## src/rtl/ecc_sram_secded.sv

```systemverilog
// SECDED-protected single-port word memory: zero-init sweep, 2-cycle read pipeline, optional scrub writeback.
// Optional error injection on host writes is enabled with `define ECC_ERR_INJ_EN.
module ecc_sram_secded #(
  parameter int DATA_W   = 8,
  parameter int ADDR_W   = 4,
  parameter int SCRUB_WB = 1,
  parameter int CNT_W    = 16,
  localparam int P       = $clog2(DATA_W + 1 + $clog2(DATA_W + 1)),
  localparam int CODE_W  = DATA_W + P + 1
) (
  input  logic              clk,
  input  logic              rst_n,
`ifdef ECC_ERR_INJ_EN
  input  logic [CODE_W-1:0] inj_mask,
  output logic              inj_active,
`endif
  input  logic              req_valid,
  output logic              req_ready,
  input  logic              req_we,
  input  logic [ADDR_W-1:0] req_addr,
  input  logic [DATA_W-1:0] req_wdata,
  output logic              rsp_valid,
  output logic [DATA_W-1:0] rsp_rdata,
  output logic              rsp_sec,
  output logic              rsp_ded,
  output logic              init_done,
  output logic [CNT_W-1:0]  sec_count,
  output logic [CNT_W-1:0]  ded_count
);

  localparam int N     = DATA_W + P;
  localparam int DEPTH = 2 ** ADDR_W;

  typedef enum logic [1:0] {S_INIT, S_RUN, S_SCRUB} state_t;

  function automatic logic [CODE_W-1:0] encode(input logic [DATA_W-1:0] d);
    logic [CODE_W-1:0] c;
    int k;
    c = '0;
    k = 0;
    for (int i = 1; i <= N; i++)
      if ((i & (i - 1)) != 0) begin
        c[i] = d[k];
        k++;
      end
    for (int p = 0; p < P; p++)
      for (int i = 1; i <= N; i++)
        if (((i >> p) & 1) != 0 && i != (1 << p)) c[1 << p] = c[1 << p] ^ c[i];
    c[0] = ^c[CODE_W-1:1];
    return c;
  endfunction

  function automatic logic [DATA_W-1:0] extract(input logic [CODE_W-1:0] c);
    logic [DATA_W-1:0] d;
    int k;
    d = '0;
    k = 0;
    for (int i = 1; i <= N; i++)
      if ((i & (i - 1)) != 0) begin
        d[k] = c[i];
        k++;
      end
    return d;
  endfunction

  function automatic logic [P-1:0] syndrome(input logic [CODE_W-1:0] c);
    logic [P-1:0] s;
    s = '0;
    for (int i = 1; i <= N; i++)
      if (c[i]) s = s ^ P'(i);
    return s;
  endfunction

  logic [CODE_W-1:0] mem [DEPTH];

  state_t            state, state_nxt;
  logic [ADDR_W-1:0] init_addr;
  logic              s1_valid;
  logic [ADDR_W-1:0] s1_addr;
  logic [CODE_W-1:0] s1_code;
  logic [ADDR_W-1:0] scrub_addr;
  logic [CODE_W-1:0] scrub_code;

  logic              host_wr, host_rd;
  logic [CODE_W-1:0] inj_word;
  logic              mem_we;
  logic [ADDR_W-1:0] mem_addr;
  logic [CODE_W-1:0] mem_wdata;

  logic [P-1:0]      syn;
  logic              op, dec_sec, dec_ded, scrub_arm;
  logic [CODE_W-1:0] corrected;

  assign host_wr = req_valid && req_ready && req_we;
  assign host_rd = req_valid && req_ready && !req_we;

`ifdef ECC_ERR_INJ_EN
  assign inj_word   = inj_mask;
  assign inj_active = host_wr && (inj_mask != '0);
`else
  assign inj_word = '0;
`endif

  // Decode stage: syndrome 0 with odd parity corrects bit 0 through the same shift.
  assign syn       = syndrome(s1_code);
  assign op        = ^s1_code;
  assign dec_sec   = op && (int'(syn) <= N);
  assign dec_ded   = (op && !dec_sec) || (!op && syn != '0);
  assign corrected = s1_code ^ (CODE_W'(1) << syn);
  // A host write to the same word in the decode cycle supersedes the scrub.
  assign scrub_arm = (SCRUB_WB != 0) && s1_valid && dec_sec &&
                     !(host_wr && req_addr == s1_addr);

  always_ff @(posedge clk or negedge rst_n) begin
    if (!rst_n) state <= S_INIT;
    else        state <= state_nxt;
  end

  always_comb begin
    state_nxt = state;
    case (state)
      S_INIT:  if (init_addr == '1) state_nxt = S_RUN;
      S_RUN,
      S_SCRUB: state_nxt = scrub_arm ? S_SCRUB : S_RUN;
      default: state_nxt = S_INIT;
    endcase
  end

  always_comb begin
    req_ready = 1'b0;
    mem_we    = 1'b0;
    mem_addr  = req_addr;
    mem_wdata = encode(req_wdata) ^ inj_word;
    case (state)
      S_INIT: begin
        mem_we    = 1'b1;
        mem_addr  = init_addr;
        mem_wdata = encode('0);
      end
      S_RUN: begin
        req_ready = 1'b1;
        mem_we    = host_wr;
      end
      S_SCRUB: begin
        mem_we    = 1'b1;
        mem_addr  = scrub_addr;
        mem_wdata = scrub_code;
      end
      default: ;
    endcase
  end

  always_ff @(posedge clk) begin
    if (mem_we) mem[mem_addr] <= mem_wdata;
  end

  always_ff @(posedge clk or negedge rst_n) begin
    if (!rst_n) begin
      init_addr  <= '0;
      init_done  <= 1'b0;
      s1_valid   <= 1'b0;
      s1_addr    <= '0;
      s1_code    <= '0;
      scrub_addr <= '0;
      scrub_code <= '0;
      rsp_valid  <= 1'b0;
      rsp_rdata  <= '0;
      rsp_sec    <= 1'b0;
      rsp_ded    <= 1'b0;
      sec_count  <= '0;
      ded_count  <= '0;
    end else begin
      if (state == S_INIT) begin
        init_addr <= init_addr + 1'b1;
        if (init_addr == '1) init_done <= 1'b1;
      end
      s1_valid <= host_rd;
      if (host_rd) begin
        s1_addr <= req_addr;
        s1_code <= mem[req_addr];
      end
      if (scrub_arm) begin
        scrub_addr <= s1_addr;
        scrub_code <= corrected;
      end
      rsp_valid <= s1_valid;
      if (s1_valid) begin
        rsp_rdata <= extract(dec_sec ? corrected : s1_code);
        rsp_sec   <= dec_sec;
        rsp_ded   <= dec_ded;
        if (dec_sec && sec_count != '1) sec_count <= sec_count + 1'b1;
        if (dec_ded && ded_count != '1) ded_count <= ded_count + 1'b1;
      end
    end
  end

endmodule
```

## config.mk

```make
export PLATFORM = sky130hd
export DESIGN_NAME = ecc_sram_secded
export DESIGN_NICKNAME = d
export VERILOG_FILES = /design/src/rtl/ecc_sram_secded.sv
export SDC_FILE = /design/constraint.sdc
export NUM_CORES = 1
export LEC_CHECK = 0
export ABC_CLOCK_PERIOD_IN_PS = 3000
export BUFFER_PORTS_ARGS = -buffer_cell sky130_fd_sc_hd__clkbuf_2
export CORE_UTILIZATION = 29
export DETAILED_ROUTE_END_ITERATION = 16
export HOLD_SLACK_MARGIN = 0.06
export SYNTH_ARGS = -nofsm -noshare
export SYNTH_HDL_FRONTEND = slang
export SYNTH_SLANG_ARGS = --single-unit
```

## constraint.sdc

```tcl
create_clock -name clk -period 3 [get_ports clk]
set_clock_uncertainty 0.15 [all_clocks]
set_input_delay 0.3 -clock clk [delete_from_list [all_inputs] [get_ports clk]]
set_output_delay 0.3 -clock clk [all_outputs]
set_load 0.05 [all_outputs]
```

# Word level (Yosys, flattened, before mapping)
# Memory sizes are Yosys's and may differ from the RTL's. A register that Yosys moved wholly into a read port is not among the register bits.
# Index checks and enable logic that the tools add are counted.
[totals]
regBits = 72
mem_bits_rw = 208
n_memories = 1
wordCells = 162
in_bits = 16
out_inout_bits = 45
[op_classes]
addsub = 9
n_shift = 1
magnitude_cmp = 15
n_reduce_logical = 33
mux = 57
n_eq_ne = 7
bitwise_logic = 26
[mem_list]
columns = ["name", "words", "width", "read_ports", "rd_clocked_by_memory_dff", "write_ports", "line_no", "rtl"]
rows = [
  ["mem", 16, 13, 1, 1, 1, "74", "logic [CODE_W-1:0] mem [DEPTH];"],
]
[op_table]
columns = ["cell", "count"]
rows = [
  ["$ge A32 B1 Y1 const B", 7],
  ["$lt A32 B5 Y1 const B", 7],
  ["$mux W32", 7],
  ["$add A32 B2 Y32 const B", 6],
  ["$bwmux W8", 7],
  ["$mux W8", 6],
  ["$add A16 B1 Y16 const B", 2],
  ["$ne A16 B16 Y1 const B", 2],
  ["$pmux W13 S2", 1],
  ["$demux W1 S3", 7],
  ["$mux W4", 5],
  ["$logic_and A1 B1 Y1", 18],
  ["$xor A1 B1 Y1", 14],
  ["$mux W13", 1],
  ["$reduce_xor A13 Y1", 1],
  ["$shl A1 B4 Y13 const A", 1],
  ["$xor A13 B13 Y13", 1],
  ["$mux W1", 12],
  ["$mux W3", 4],
  ["$not A2 Y2", 6],
  ["$reduce_xor A12 Y1", 1],
  ["$mux W2", 4],
  ["$pmux W4 S2", 1],
  ["$not A3 Y3", 2],
  ["16 further kinds", 25],
]

# Logic depth before layout (Yosys ltp)
# Gate-level depths: netlist of run 1.
[depth]
ltp_word = 37
mapped_depth = 10
ltp_nobuf = 8

# Least setup slack after synthesis of run 1
# OpenSTA, ideal clock, no wires.
[synth_path]
kind = "register to register"
startpoint = "register s1_code[11], read port of mem"
endpoint = "register scrub_code[3]"
stages_incl_launch_ff = 10
setup_ns = 0.125
t_required_ns = 2.725
n_path_buf = 2
path_slack_ns = 0.147
period_less_slack_ns = 2.853
arrival_time_ns = 2.578
cell_sequence = "dfrtp_1 -> buf_6 -> xnor2_2 -> xnor3_2 -> nor2_4 -> o311a_4 -> o21ai_4 -> a41oi_4 -> buf_6 -> mux2_2"
[synth_via]
elab_chain_cells = 7
word_cells_on_any_way = 10
cone_classes = "order compare (1); shift (1); mux (2); bitwise (2); reduce/logical (4)"
[synth_rtl]
columns = ["item", "line_no", "rtl"]
rows = [
  ["start, declared", "80", "logic [CODE_W-1:0] s1_code;"],
  ["$mux W4", "70", "if (c[i]) s = s ^ P'(i);"],
  ["$not A2 Y2 (no source line)", "--", ""],
  ["$mux W4", "70", ""],
  ["$le A4 B4 Y1", "107", "assign dec_sec = op && (int'(syn) <= N);"],
  ["$logic_and A1 B1 Y1", "107", ""],
  ["$logic_and A1 B1 Y1 (2 in series)", "111", "assign scrub_arm = (SCRUB_WB != 0) && s1_valid && dec_sec &&"],
  ["end signal, assigned", "184", "scrub_code <= corrected;"],
  ["end, declared", "82", "logic [CODE_W-1:0] scrub_code;"],
]
# Several ways; a longest one is shown, not always the timed one.
# A chain may end at the register's enable or synchronous reset.

# Final worst setup path of run 1
[layout_path]
startpoint = "register s1_code[10], read port of mem"
endpoint = "register scrub_code[3]"
[layout_via]
elab_chain_cells = 9
word_cells_on_any_way = 12
cone_classes = "order compare (1); shift (1); mux (3); bitwise (3); reduce/logical (4)"
[layout_rtl]
columns = ["item", "line_no"]
rows = [
  ["$mux W4", "70"],
  ["$not A3 Y3 (no source line)", "--"],
  ["$mux W4", "70"],
  ["$not A2 Y2 (no source line)", "--"],
  ["$mux W4", "70"],
  ["$le A4 B4 Y1", "107"],
  ["$logic_and A1 B1 Y1", "107"],
  ["$logic_and A1 B1 Y1 (2 in series)", "111"],
]
# Several ways; a longest one is shown, not always the timed one.

==> parameters.txt, run 1 <==
Parameter                              Value

Outcome
  Run status    completed

Power and ir drop
  Peak supply drop    587 uV
  Pwr Total    16.5 mW
  Leak    5.58 nW
  PD cells    1100 mW/mm^2

Logic synthesis
  Syn Std Cell Area    0.0126 mm^2
  Number of flops mapped to enable cells by yosys    208
  Portion of netlist area occupied by mux cells    13.6%
  Async set-reset flop share out of synthesis    29.0%
  Share of the synthesized area in compound gates (AO/OA/AOI/OAI)    3.60%
  Largest family of logic cells by synthesized area    multiplexers
  Yosys synthesis warning count    0
  Post-synthesis simple-gate area fraction    7.27%
  Synthesized netlist net count    808
  Post-Synth Adder-Cell Area    0.694%
  Post-Syn Instances    785
  Number of distinct library cells after synthesis    51
  Xor and xnor area share after synthesis    6.99%
  Mean instance size in the synthesized netlist    16.1 um^2
  Most used flip-flop cell after synthesis    sky130_fd_sc_hd__edfxtp_1
  FF+latch count, synth    293
  Sequential area share after synthesis    66.3%

Timing
  RSZ-0062 raised after global routing    false
  Aggregate negative setup slack    0 ps
  Highest clock rate    0.354 GHz
  Relative max-transition margin    27.9%
  Total setup violations reported at the end of the flow    0
  Final worst setup slack    176 ps
  Final critical-path required period    2820 ps
  Final hold viol count    0
  Actual transition at the worst max-transition pin    1080 ps
  Final clock period utilization by the worst path    94.1%
  Final-report max-slew violation count    0

Layout
  Net count of the finished layout    917
  Fillers    4,133
  Commonest non-fill, non-tap cells in the layout    sky130_fd_sc_hd__edfxtp_1, sky130_fd_sc_hd__dfrtp_1, sky130_fd_sc_hd__nand2_1
  Layout overhead on the synthesized area    18.8%
  Share of post-route cells with drive strength above 1    28.5%
  Most frequent standard cell in the layout excluding fill and tap cells    sky130_fd_sc_hd__edfxtp_1
  Antenna fix cells    0
  Post-Layout Cell Count    1,504

Routing
  Vias post-DR    7,099
  WL per Instance    18.0 um
  DR vias/cell    4.72
  Remaining number of nets flagged by the antenna check after routing    0
  Total DRC errors in the routed layout    0
  Detailed-route wire length    27,100 um
  DRT Pass-1 Iters    4
  Iter 0 DRT Violations    813

Die
  Total die area    0.0444 mm^2
  Number of rows in the core area    76
  DIE HEIGHT    211 um
  Area inside the core boundary    0.0430 mm^2
  Ports    61
  Die X-Extent    211 um
  Initial cell density of the core    29.4%

Global route
  GRT Overall Usage    12.4%
  GR Overflow Total    0
  Vias in the first global route    7,246
  Initial antenna violation count    1
  Wire length of the first global-routing pass    42,500 um
  Maximum number of pins on one net before global-route repair    86

Critical path
  Cells along the critical path    xnor2_2 -> xnor3_2 -> nor2_4 -> o311a_4 -> o21ai_4 -> a41oi_4 -> buf_12 -> mux2_2
  Top Family by Delay on Critical Path    XOR/XNOR gates
  Endpoint of the most critical setup path    scrub_code[3]
  Cell count along the critical path    8
  Required time at the worst-slack endpoint    3290 ps
  Endpoint class of the critical path    flip-flop
  Kind of critical path    flip-flop to flip-flop
  Depth of the worst register-to-register path    8
  Worst setup path startpoint    s1_code[10]
  Peak fanout along the critical path    19
  Worst R2R End    scrub_code[3]
  Crit path arrival time    3120 ps
  Standard cell with the maximum stage delay on the critical path    sky130_fd_sc_hd__xnor3_2
  Worst R2R Setup Slack    180 ps
  Worst Path Buf+Inv    1
  R2r startpoint    s1_code[10]
  Maximum cell stage delay along the critical path    560 ps
  CP startpoint kind    flip-flop

Placed design
  GP Congestion    0.841
  Port Buffer Count    60
  Number of placed instances with taps included    1,444
  Final HPWL from detailed placement    18,200 um
  Worst slack, placed    183 ps

Clock network
  Num CTS Buffers    31
  H-tree lvl count    1
  Clock-pin transition on the worst setup and hold timing paths    60 ps
  Clock sink count    293
  Cell at the root of the clock tree    sky130_fd_sc_hd__clkbuf_16
  Clock tree from TritonCTS    done
  Clock Tree Buf Depth    3
  Clk Latency, worst-skew pair    570 ps

Hold path
  Worst min-delay path category    input port to flip-flop

Run
  Number of max-cap violations    0
final cells by class:
class / count / area (um^2) / share of cell area (%)
Inverter: 7 / 26.3 / 0.175
Clock buffer: 40 / 830 / 5.53
Sequential cell: 293 / 8370 / 55.8
Timing Repair Buffer: 114 / 766 / 5.11
Multi-Input combinational cell: 447 / 4060 / 27.0
Tap cell: 585 / 732 / 4.88
Clock inverter: 18 / 214 / 1.43
registers in the layout (all words and copies together) (netlist names):
signal and cells:
mem 208, ded_count 16, sec_count 16, s1_code 13, scrub_code 13, rsp_rdata 8
init_addr 4, s1_addr 4, scrub_addr 4, state 2, init_done 1, rsp_ded 1
rsp_sec 1, rsp_valid 1, s1_valid 1
synthesized netlist by cell type, types with 10 or more instances:
cell type | count | area, um^2
sky130_fd_sc_hd__nand4_1 | 10 | 62.6
sky130_fd_sc_hd__a21oi_1 | 14 | 70.1
sky130_fd_sc_hd__mux2_2 | 27 | 304
sky130_fd_sc_hd__nand2_1 | 75 | 282
sky130_fd_sc_hd__edfxtp_1 | 208 | 6250
sky130_fd_sc_hd__clkbuf_1 | 22 | 82.6
sky130_fd_sc_hd__mux4_2 | 60 | 1350
sky130_fd_sc_hd__dfrtp_1 | 85 | 2130
sky130_fd_sc_hd__nor3_1 | 11 | 55.1
sky130_fd_sc_hd__nor2_1 | 44 | 165
sky130_fd_sc_hd__xor2_1 | 29 | 254
sky130_fd_sc_hd__xnor2_1 | 57 | 499
sky130_fd_sc_hd__o21ai_0 | 13 | 65.1
repair_timing:
action                                 4_1_cts  5_1_grt
endpoints found under the hold margin       86        0
buffers inserted                             0        0
gates resized for setup                      0        0
hold buffers                                 2        0
per-stage QoR:
step	area (um^2)	hold slack (ps)	util, %
after floorplan	12600	-146	-
after global placement	13900	311	32.4
after detailed placement	13900	318	32.4
after CTS	15000	102	34.9
after global routing	15000	124	34.9
final	15000	122	34.9
cells by family (layout without fill, tap and decap cells):
| kind of cell | Yosys count | after routing |
|---|---|---|
| compound gates | 60 | 60 |
| xor+xnor | 93 | 93 |
| fa+ha+maj | 7 | 7 |
| buf+inv | 45 | 179 |
| flops | 293 | 293 |
| mux | 93 | 93 |
| simple gates | 194 | 194 |
report_power, final:
| group | internal [mW] | switching (mW) |
|---|---|---|
| sequential | 5.69 | 0.486 |
| combinational | 2.48 | 4.01 |
| clock | 2.31 | 1.57 |
| total | 10.5 | 6.06 |
worst min-delay path, cell delays in order:
cell and delay, ps:
sky130_fd_sc_hd__clkbuf_2 100, sky130_fd_sc_hd__buf_12 210, sky130_fd_sc_hd__nand2_1 110, sky130_fd_sc_hd__nand2_1 60
routing by layer:
layer / share of wire [%] / global-route usage, %
met4: 2.0 / 2.85
met5: 0.044 / 0
met2: 48 / 20.2
met3: 4.7 / 2.19
met1: 46 / 17.1
worst min-delay path by stage:
stage | startpoint | to | slack (ps) | depth (start not counted)
after detailed placement | init_done | init_done | 320 | 1
after CTS | req_addr[0] | s1_addr[0] | 100 | 4
after global placement | init_done | init_done | 310 | 1
after global routing | req_addr[0] | s1_addr[0] | 120 | 4
after floorplan | rst_n | ded_count[0] | -150 | 0
final | req_addr[1] | s1_addr[1] | 120 | 4
Note: power is estimated with default switching activity, not from simulation.
==> run 2: changes to the inputs <==
--- a/config.mk
+++ b/config.mk
@@ -7,9 +7,12 @@
 export LEC_CHECK = 0
 export ABC_CLOCK_PERIOD_IN_PS = 3000
 export BUFFER_PORTS_ARGS = -buffer_cell sky130_fd_sc_hd__clkbuf_2
+export CELL_PAD_IN_SITES_DETAIL_PLACEMENT = 1
+export CELL_PAD_IN_SITES_GLOBAL_PLACEMENT = 1
 export CORE_UTILIZATION = 29
 export DETAILED_ROUTE_END_ITERATION = 16
 export HOLD_SLACK_MARGIN = 0.06
+export PLACE_DENSITY_LB_ADDON = 0.1
 export SYNTH_ARGS = -nofsm -noshare
 export SYNTH_HDL_FRONTEND = slang
 export SYNTH_SLANG_ARGS = --single-unit
==> run 2 against run 1 <==
Sequential cell count unchanged. Sequential power hardly changed. Non-clock buffer count grew 1. Via count rose by 1.2%. Critical path depth up 1. Register-to-register slack got worse by 40 ps. Die area unchanged. Combinational power increased by 6.2%. Setup slack got worse by 36 ps. Cell count is 0.47% higher. First-iteration DRC count is 52% lower. Total power increased by 3.9%.
==> parameters.txt, run 2 (synthesis results as in run 1) <==
Parameter                              Value

Outcome
  Run status    completed

Clock network
  Clock Tree Buf Depth    3 (unchanged)
  Num CTS Buffers    37 (+19%)
  H-tree lvl count    2 (+1)
  Clock-pin transition on the worst setup and hold timing paths    60 ps (about the same)
  Clock tree from TritonCTS    done
  Total of hold buffers inserted after clock tree synthesis    2 (unchanged)
  Post-CTS Resized    0 (unchanged)
  Post-CTS Setup Repair Bufs    0 (unchanged)
  Clk Latency, worst-skew pair    540 ps (-30 ps)
  Clock sink count    293 (unchanged)
  Cell at the root of the clock tree    sky130_fd_sc_hd__clkbuf_16

Timing
  Actual transition at the worst max-transition pin    668 ps (-413 ps)
  Highest clock rate    0.350 GHz (-1.2%)
  Final-report max-slew violation count    0 (unchanged)
  Relative max-transition margin    55.4% (+28 points)
  Total setup violations reported at the end of the flow    0 (unchanged)
  Final hold viol count    0 (unchanged)
  Final critical-path required period    2860 ps (+35.6 ps)
  Final clock period utilization by the worst path    95.3% (+1.2 points)
  RSZ-0062 raised after global routing    false
  Aggregate negative setup slack    0 ps (unchanged)

Die
  Area inside the core boundary    0.0430 mm^2 (unchanged)
  Die X-Extent    211 um (unchanged)
  Number of rows in the core area    76 (unchanged)
  DIE HEIGHT    211 um (unchanged)
  Total die area    0.0444 mm^2 (unchanged)
  Initial cell density of the core    29.4% (unchanged)
  Ports    61 (unchanged)

Critical path
  Worst setup path startpoint    s1_code[11]
  Worst R2R Setup Slack    140 ps (-40 ps)
  Endpoint class of the critical path    flip-flop
  R2r startpoint    s1_code[11]
  Endpoint of the most critical setup path    scrub_code[3]
  Depth of the worst register-to-register path    9 (+1)
  CP startpoint kind    flip-flop
  Kind of critical path    flip-flop to flip-flop
  Required time at the worst-slack endpoint    3260 ps (-30 ps)
  Peak fanout along the critical path    19 (unchanged)
  Crit path arrival time    3120 ps (about the same)
  Worst R2R End    scrub_code[3]

Routing
  WL per Instance    21.7 um (+20%)
  Iter 0 DRT Violations    391 (-52%)
  Total DRC errors in the routed layout    0 (unchanged)
  Remaining number of nets flagged by the antenna check after routing    0 (unchanged)
  DR vias/cell    4.75 (+0.69%)
  DRT Pass-1 Iters    4 (unchanged)
  Detailed-route wire length    32,800 um (+21%)
  Vias post-DR    7,181 (+1.2%)

Power and ir drop
  Pwr Total    17.2 mW (+3.9%)
  Portion of total power attributed to sequential cells    36.1% (-1.2 points)
  Gate power share    40.1% (+0.9 points)
  Sw Ratio    38.3% (+1.6 points)
  Internal power consumption    10.6 mW (+1.2%)
  Peak supply drop    766 uV (+30%)
  Leak    5.64 nW (+1.0%)
  Switching pwr    6.58 mW (+8.6%)
  PD cells    1130 mW/mm^2 (+2.9%)
  Clock network power share    23.8% (+0.4 points)

Global route
  Maximum number of pins on one net before global-route repair    46 (-47%)
  GR Overflow Total    0 (unchanged)
  Initial antenna violation count    0 (-1)
  GRT Overall Usage    15.2% (+2.9 points)
  Vias in the first global route    7,856 (+8.4%)
  Wire length of the first global-routing pass    49,900 um (+17%)

Placed design
  GP Congestion    0.863 (+2.5%)
  Port Buffer Count    60 (unchanged)
  Final HPWL from detailed placement    22,300 um (+23%)

Layout
  Layout overhead on the synthesized area    20.0%
  Register with the most flip-flops    mem
  Multi-input gate area in the final layout    0.00406 mm^2 (unchanged)
  Sequential Area    0.00837 mm^2 (unchanged)
  Largest registers in the final layout    mem (208), ded_count (16), sec_count (16)
  Net count of the finished layout    924 (+0.76%)
  Number of flip-flops in the largest register    208 (unchanged)
  Commonest non-fill, non-tap cells in the layout    sky130_fd_sc_hd__edfxtp_1, sky130_fd_sc_hd__dfrtp_1, sky130_fd_sc_hd__nand2_1
  Antenna fix cells    0 (unchanged)
  Share of post-route cells with drive strength above 1    28.9% (+0.43 points)
  Most frequent standard cell in the layout excluding fill and tap cells    sky130_fd_sc_hd__edfxtp_1
  Fillers    4,403 (+6.5%)

Run
  Number of max-cap violations    0 (unchanged)

Hold path
  Number of stages on the worst hold path    3 (-1)
  Worst min-delay path category    input port to flip-flop
==> run 2: worst min-delay path by stage <==
stage           startpoint             to  slack [ps]
2_1_floorplan        rst_n   ded_count[0]        -150
3_3_place_gp         rst_n  ded_count[12]         190
3_5_place_dp         rst_n  ded_count[11]         200
4_1_cts        req_addr[2]     s1_addr[2]         140
5_1_grt        req_addr[2]     s1_addr[2]         130
6_report       req_addr[2]     s1_addr[2]         130
==> run 2: power by group through the flow <==
stage               Sequential, mW  Clock [mW]  Combinational (mW)
floorplan                     6.45           0                4.19
global placement              6.21           0                6.81
detailed placement            6.29           0                6.93
CTS                           6.22        4.22                6.97
global route                  6.31        4.36                7.45
finish                        6.20        4.09                6.89
==> run 2: per-stage QoR <==
step	area [um^2]	setup slack [ps]	utilization [%]	std cells	hold slack (ps)
floorplan	12600	147	-	785	-146
finish	15100	140	35.2	1511	133
CTS	15100	130	35.2	1511	136
global placement	14000	260	32.6	1445	187
global route	15100	50.2	35.2	1511	128
detailed placement	14000	161	32.6	1445	205
==> run 2: worst max-delay path, stage by stage, from the launching register on <==
cell,delay [ps]
sky130_fd_sc_hd__dfrtp_1,470
sky130_fd_sc_hd__xnor2_2,190
sky130_fd_sc_hd__buf_4,170
sky130_fd_sc_hd__xor2_2,190
sky130_fd_sc_hd__xnor2_2,360
sky130_fd_sc_hd__o311a_4,300
sky130_fd_sc_hd__o21ai_4,120
sky130_fd_sc_hd__a41oi_4,230
sky130_fd_sc_hd__buf_12,190
sky130_fd_sc_hd__mux2_2,350
==> run 2: area by class of cell <==
| type | instances | area share (%) |
|---|---|---|
| Multi-Input combinational cell | 447 | 26.8 |
| Clock buffer | 46 | 6.61 |
| Clock inverter | 18 | 0.801 |
| Sequential cell | 293 | 55.3 |
| Inverter | 7 | 0.173 |
| Tap cell | 585 | 4.83 |
| Timing Repair Buffer | 115 | 5.52 |
==> run 2: routing by layer <==
layer / up-vias / wire length (um) / track usage, %
li1: 3206 / - / -
met1: 3829 / 14500 / 19.4
met2: 99 / 16800 / 27.0
met3: 47 / 905 / 2.23
met4: 0 / 605 / 3.97
met5: - / 0 / 0
==> run 3: changes to the inputs <==
--- a/config.mk
+++ b/config.mk
@@ -5,14 +5,14 @@
 export SDC_FILE = /design/constraint.sdc
 export NUM_CORES = 1
 export LEC_CHECK = 0
-export ABC_CLOCK_PERIOD_IN_PS = 3000
+export ABC_CLOCK_PERIOD_IN_PS = 2600
 export BUFFER_PORTS_ARGS = -buffer_cell sky130_fd_sc_hd__clkbuf_2
 export CELL_PAD_IN_SITES_DETAIL_PLACEMENT = 1
 export CELL_PAD_IN_SITES_GLOBAL_PLACEMENT = 1
 export CORE_UTILIZATION = 29
 export DETAILED_ROUTE_END_ITERATION = 16
 export HOLD_SLACK_MARGIN = 0.06
-export PLACE_DENSITY_LB_ADDON = 0.1
+export PLACE_DENSITY = 0.63
 export SYNTH_ARGS = -nofsm -noshare
 export SYNTH_HDL_FRONTEND = slang
 export SYNTH_SLANG_ARGS = --single-unit
==> constraint.sdc (replaced) <==
create_clock -name clk -period 2.6 [get_ports clk]
set_clock_uncertainty 0.15 [all_clocks]
set_input_delay 0.26 -clock clk [delete_from_list [all_inputs] [get_ports clk]]
set_output_delay 0.26 -clock clk [all_outputs]
set_load 0.05 [all_outputs]
==> run 3 against run 2 <==
The flow now finishes with violations (negative setup slack). Total power is 18% higher. Register-to-register slack got worse by 160 ps. Utilization increased by 0.98 points. Sequential cell count unchanged. First-iteration DRC count is 26% higher. Cell count rose by 2.1%. Largest cell class unchanged. Global-route usage fell by 0.80 points. Combinational power up 28%. Hold slack worse by 46 ps. Maximum frequency is 9.1% higher. Routed wire length shrank 4.5%. Sequential power up 15%.
==> parameters.txt, run 3 (synthesis results as in run 1) <==
Parameter                              Value

Clock network
  Cell at the root of the clock tree    sky130_fd_sc_hd__clkbuf_16
  Num CTS Buffers    31 (-16%)
  Clock Tree Buf Depth    3 (unchanged)
  H-tree lvl count    1 (-1)
  Clock sink count    293 (unchanged)
  Clock tree from TritonCTS    done
  Clock-pin transition on the worst setup and hold timing paths    60 ps (about the same)
  Clk Latency, worst-skew pair    590 ps (+50 ps)

Routing
  DR vias/cell    4.76 (+0.15%)
  Vias post-DR    7,344 (+2.3%)
  Detailed-route wire length    31,300 um (-4.5%)
  Iter 0 DRT Violations    492 (+26%)
  Total DRC errors in the routed layout    0 (unchanged)
  Metal-1 WL    14,300 um (-0.89%)
  Total length of routed met3 wires    1400 um (+54%)
  WL per Instance    20.3 um (-6.5%)
  DRT Pass-1 Iters    5 (+1)
  Met2 wire length    14,800 um (-12%)
  Top routing layer in use    met4
  Remaining number of nets flagged by the antenna check after routing    0 (unchanged)

Layout
  Antenna fix cells    0 (unchanged)
  Layout overhead on the synthesized area    23.3%
  Number of flip-flops in the largest register    208 (unchanged)
  Utilization of the core after routing    36.2% (+0.98 points)
  Share of post-route cells with drive strength above 1    33.9% (+5.0 points)
  Most frequent standard cell in the layout excluding fill and tap cells    sky130_fd_sc_hd__edfxtp_1
  Commonest non-fill, non-tap cells in the layout    sky130_fd_sc_hd__edfxtp_1, sky130_fd_sc_hd__dfrtp_1, sky130_fd_sc_hd__buf_4
  Register with the most flip-flops    mem
  Largest registers in the final layout    mem (208), ded_count (16), sec_count (16)
  Net count of the finished layout    959 (+3.8%)

Critical path
  Crit path arrival time    2940 ps (-180 ps)
  Maximum cell stage delay along the critical path    490 ps (+20 ps)
  Kind of critical path    flip-flop to flip-flop
  Cells along the critical path    xnor2_2 -> xnor3_2 -> nor2_4 -> o311a_4 -> o21ai_4 -> a41oi_4 -> buf_12 -> mux2_2
  Endpoint class of the critical path    flip-flop
  Required time at the worst-slack endpoint    2920 ps (-340 ps)
  Peak fanout along the critical path    18 (-1)
  CP startpoint kind    flip-flop
  Top Family by Delay on Critical Path    XOR/XNOR gates
  Worst Path Buf+Inv    1 (-1)
  Standard cell with the maximum stage delay on the critical path    sky130_fd_sc_hd__xnor3_2

Placed design
  Worst slack, placed    -53.1 ps (-215 ps)
  GP Congestion    0.826 (-4.3%)
  Port Buffer Count    60 (unchanged)
  Final HPWL from detailed placement    21,200 um (-4.7%)

Power and ir drop
  Leak    5.85 nW (+3.8%)
  Peak supply drop    732 uV (-4.4%)
  PD cells    1300 mW/mm^2 (+15%)

Die
  Die X-Extent    211 um (unchanged)
  Ports    61 (unchanged)
  Initial cell density of the core    29.4% (unchanged)
  DIE HEIGHT    211 um (unchanged)
  Number of rows in the core area    76 (unchanged)
  Area inside the core boundary    0.0430 mm^2 (unchanged)
  Total die area    0.0444 mm^2 (unchanged)

Timing
  RSZ-0062 raised after global routing    true
  Final clock period utilization by the worst path    101% (+5.5 points)
  Total setup violations reported at the end of the flow    9 (+9)
  Highest clock rate    0.382 GHz (+9.1%)
  Final critical-path required period    2620 ps (-239 ps)
  Actual transition at the worst max-transition pin    617 ps (-51.1 ps)
  Final hold viol count    0 (unchanged)
  Final-report max-slew violation count    0 (unchanged)
  Relative max-transition margin    58.9% (+3.4 points)
  Final worst setup slack    -20.8 ps (-161 ps)

Hold path
  Worst min-delay path category    input port to asynchronous set/reset pin

Global route
  Wire length of the first global-routing pass    48,000 um (-3.8%)
  GRT Overall Usage    14.4% (-0.80 points)
  Initial antenna violation count    0 (unchanged)
  Vias in the first global route    7,714 (-1.8%)
  Maximum number of pins on one net before global-route repair    86 (+87%)
  GR Overflow Total    0 (unchanged)

Run
  Number of max-cap violations    0 (unchanged)

Outcome
  Run status    complete, but fails checks
  Violated checks    negative setup slack
## run 3: final timing paths
path                            start            end  slack (ps)  cells after the start
max in group asynchronous       rst_n     s1_code[7]        1770                      3
hold reg to reg             init_done      init_done         330                      1
setup reg to reg           s1_code[7]  scrub_addr[0]         -20                      8
hold / removal                  rst_n   ded_count[3]          90                      3
setup / recovery           s1_code[7]  scrub_addr[0]         -20                      8
min in group clk               req_we     s1_code[5]         120                      4
## run 3: stage by stage
step           TNS, ps  hold slack [ps]  instance area (um^2)  power, mW  std cells
6_report          -117             86.5                 15600       20.2       1543
5_1_grt          -2120              145                 15600       21.3       1543
4_1_cts           -307              110                 15400       20.2       1542
3_5_place_dp      -459              185                 14400       15.8       1482
3_3_place_gp     -25.3              185                 14400       15.6       1482
2_1_floorplan   -25380             -186                 12700       12.5        785
## run 3: tightest hold or removal path, cell delays in order
cell	delay (ps)
sky130_fd_sc_hd__dlygate4sd3_1	530
sky130_fd_sc_hd__buf_4	120
sky130_fd_sc_hd__buf_12	330
## run 3: cell type report
| cell class | count | area, um^2 |
|---|---|---|
| fill | 4456 | 27400 |
| tap | 585 | 732 |
| timing repair buffer | 156 | 1210 |
| clock inverter | 18 | 155 |
| multi-input combinational | 447 | 4270 |
| clock buffer | 37 | 798 |
| inverter | 7 | 26.3 |
| sequential | 293 | 8380 |
## run 3: repair_timing
item,4_1_cts,5_1_grt
endpoints found under the hold margin,88,0
hold buffers,4,0
cloned,0,0
pin swaps,1,2
resized for setup,7,21
setup buffers,1,1
setup endpoints to repair,26,178
## run 3: metal layers
layer | global-route usage [%] | vias to the layer above
met4 | 3.60 | 0
met1 | 20.1 | 3847
li1 | - | 3270
met3 | 2.38 | 49
met5 | 0 | -
met2 | 23.4 | 178
## run 3: where the power goes
group / switching (mW) / internal (mW) / total, mW
clock network: 1.84 / 2.38 / 4.22
registers: 0.596 / 6.57 / 7.16
logic: 5.15 / 3.69 / 8.83
total: 7.58 / 12.6 / 20.2
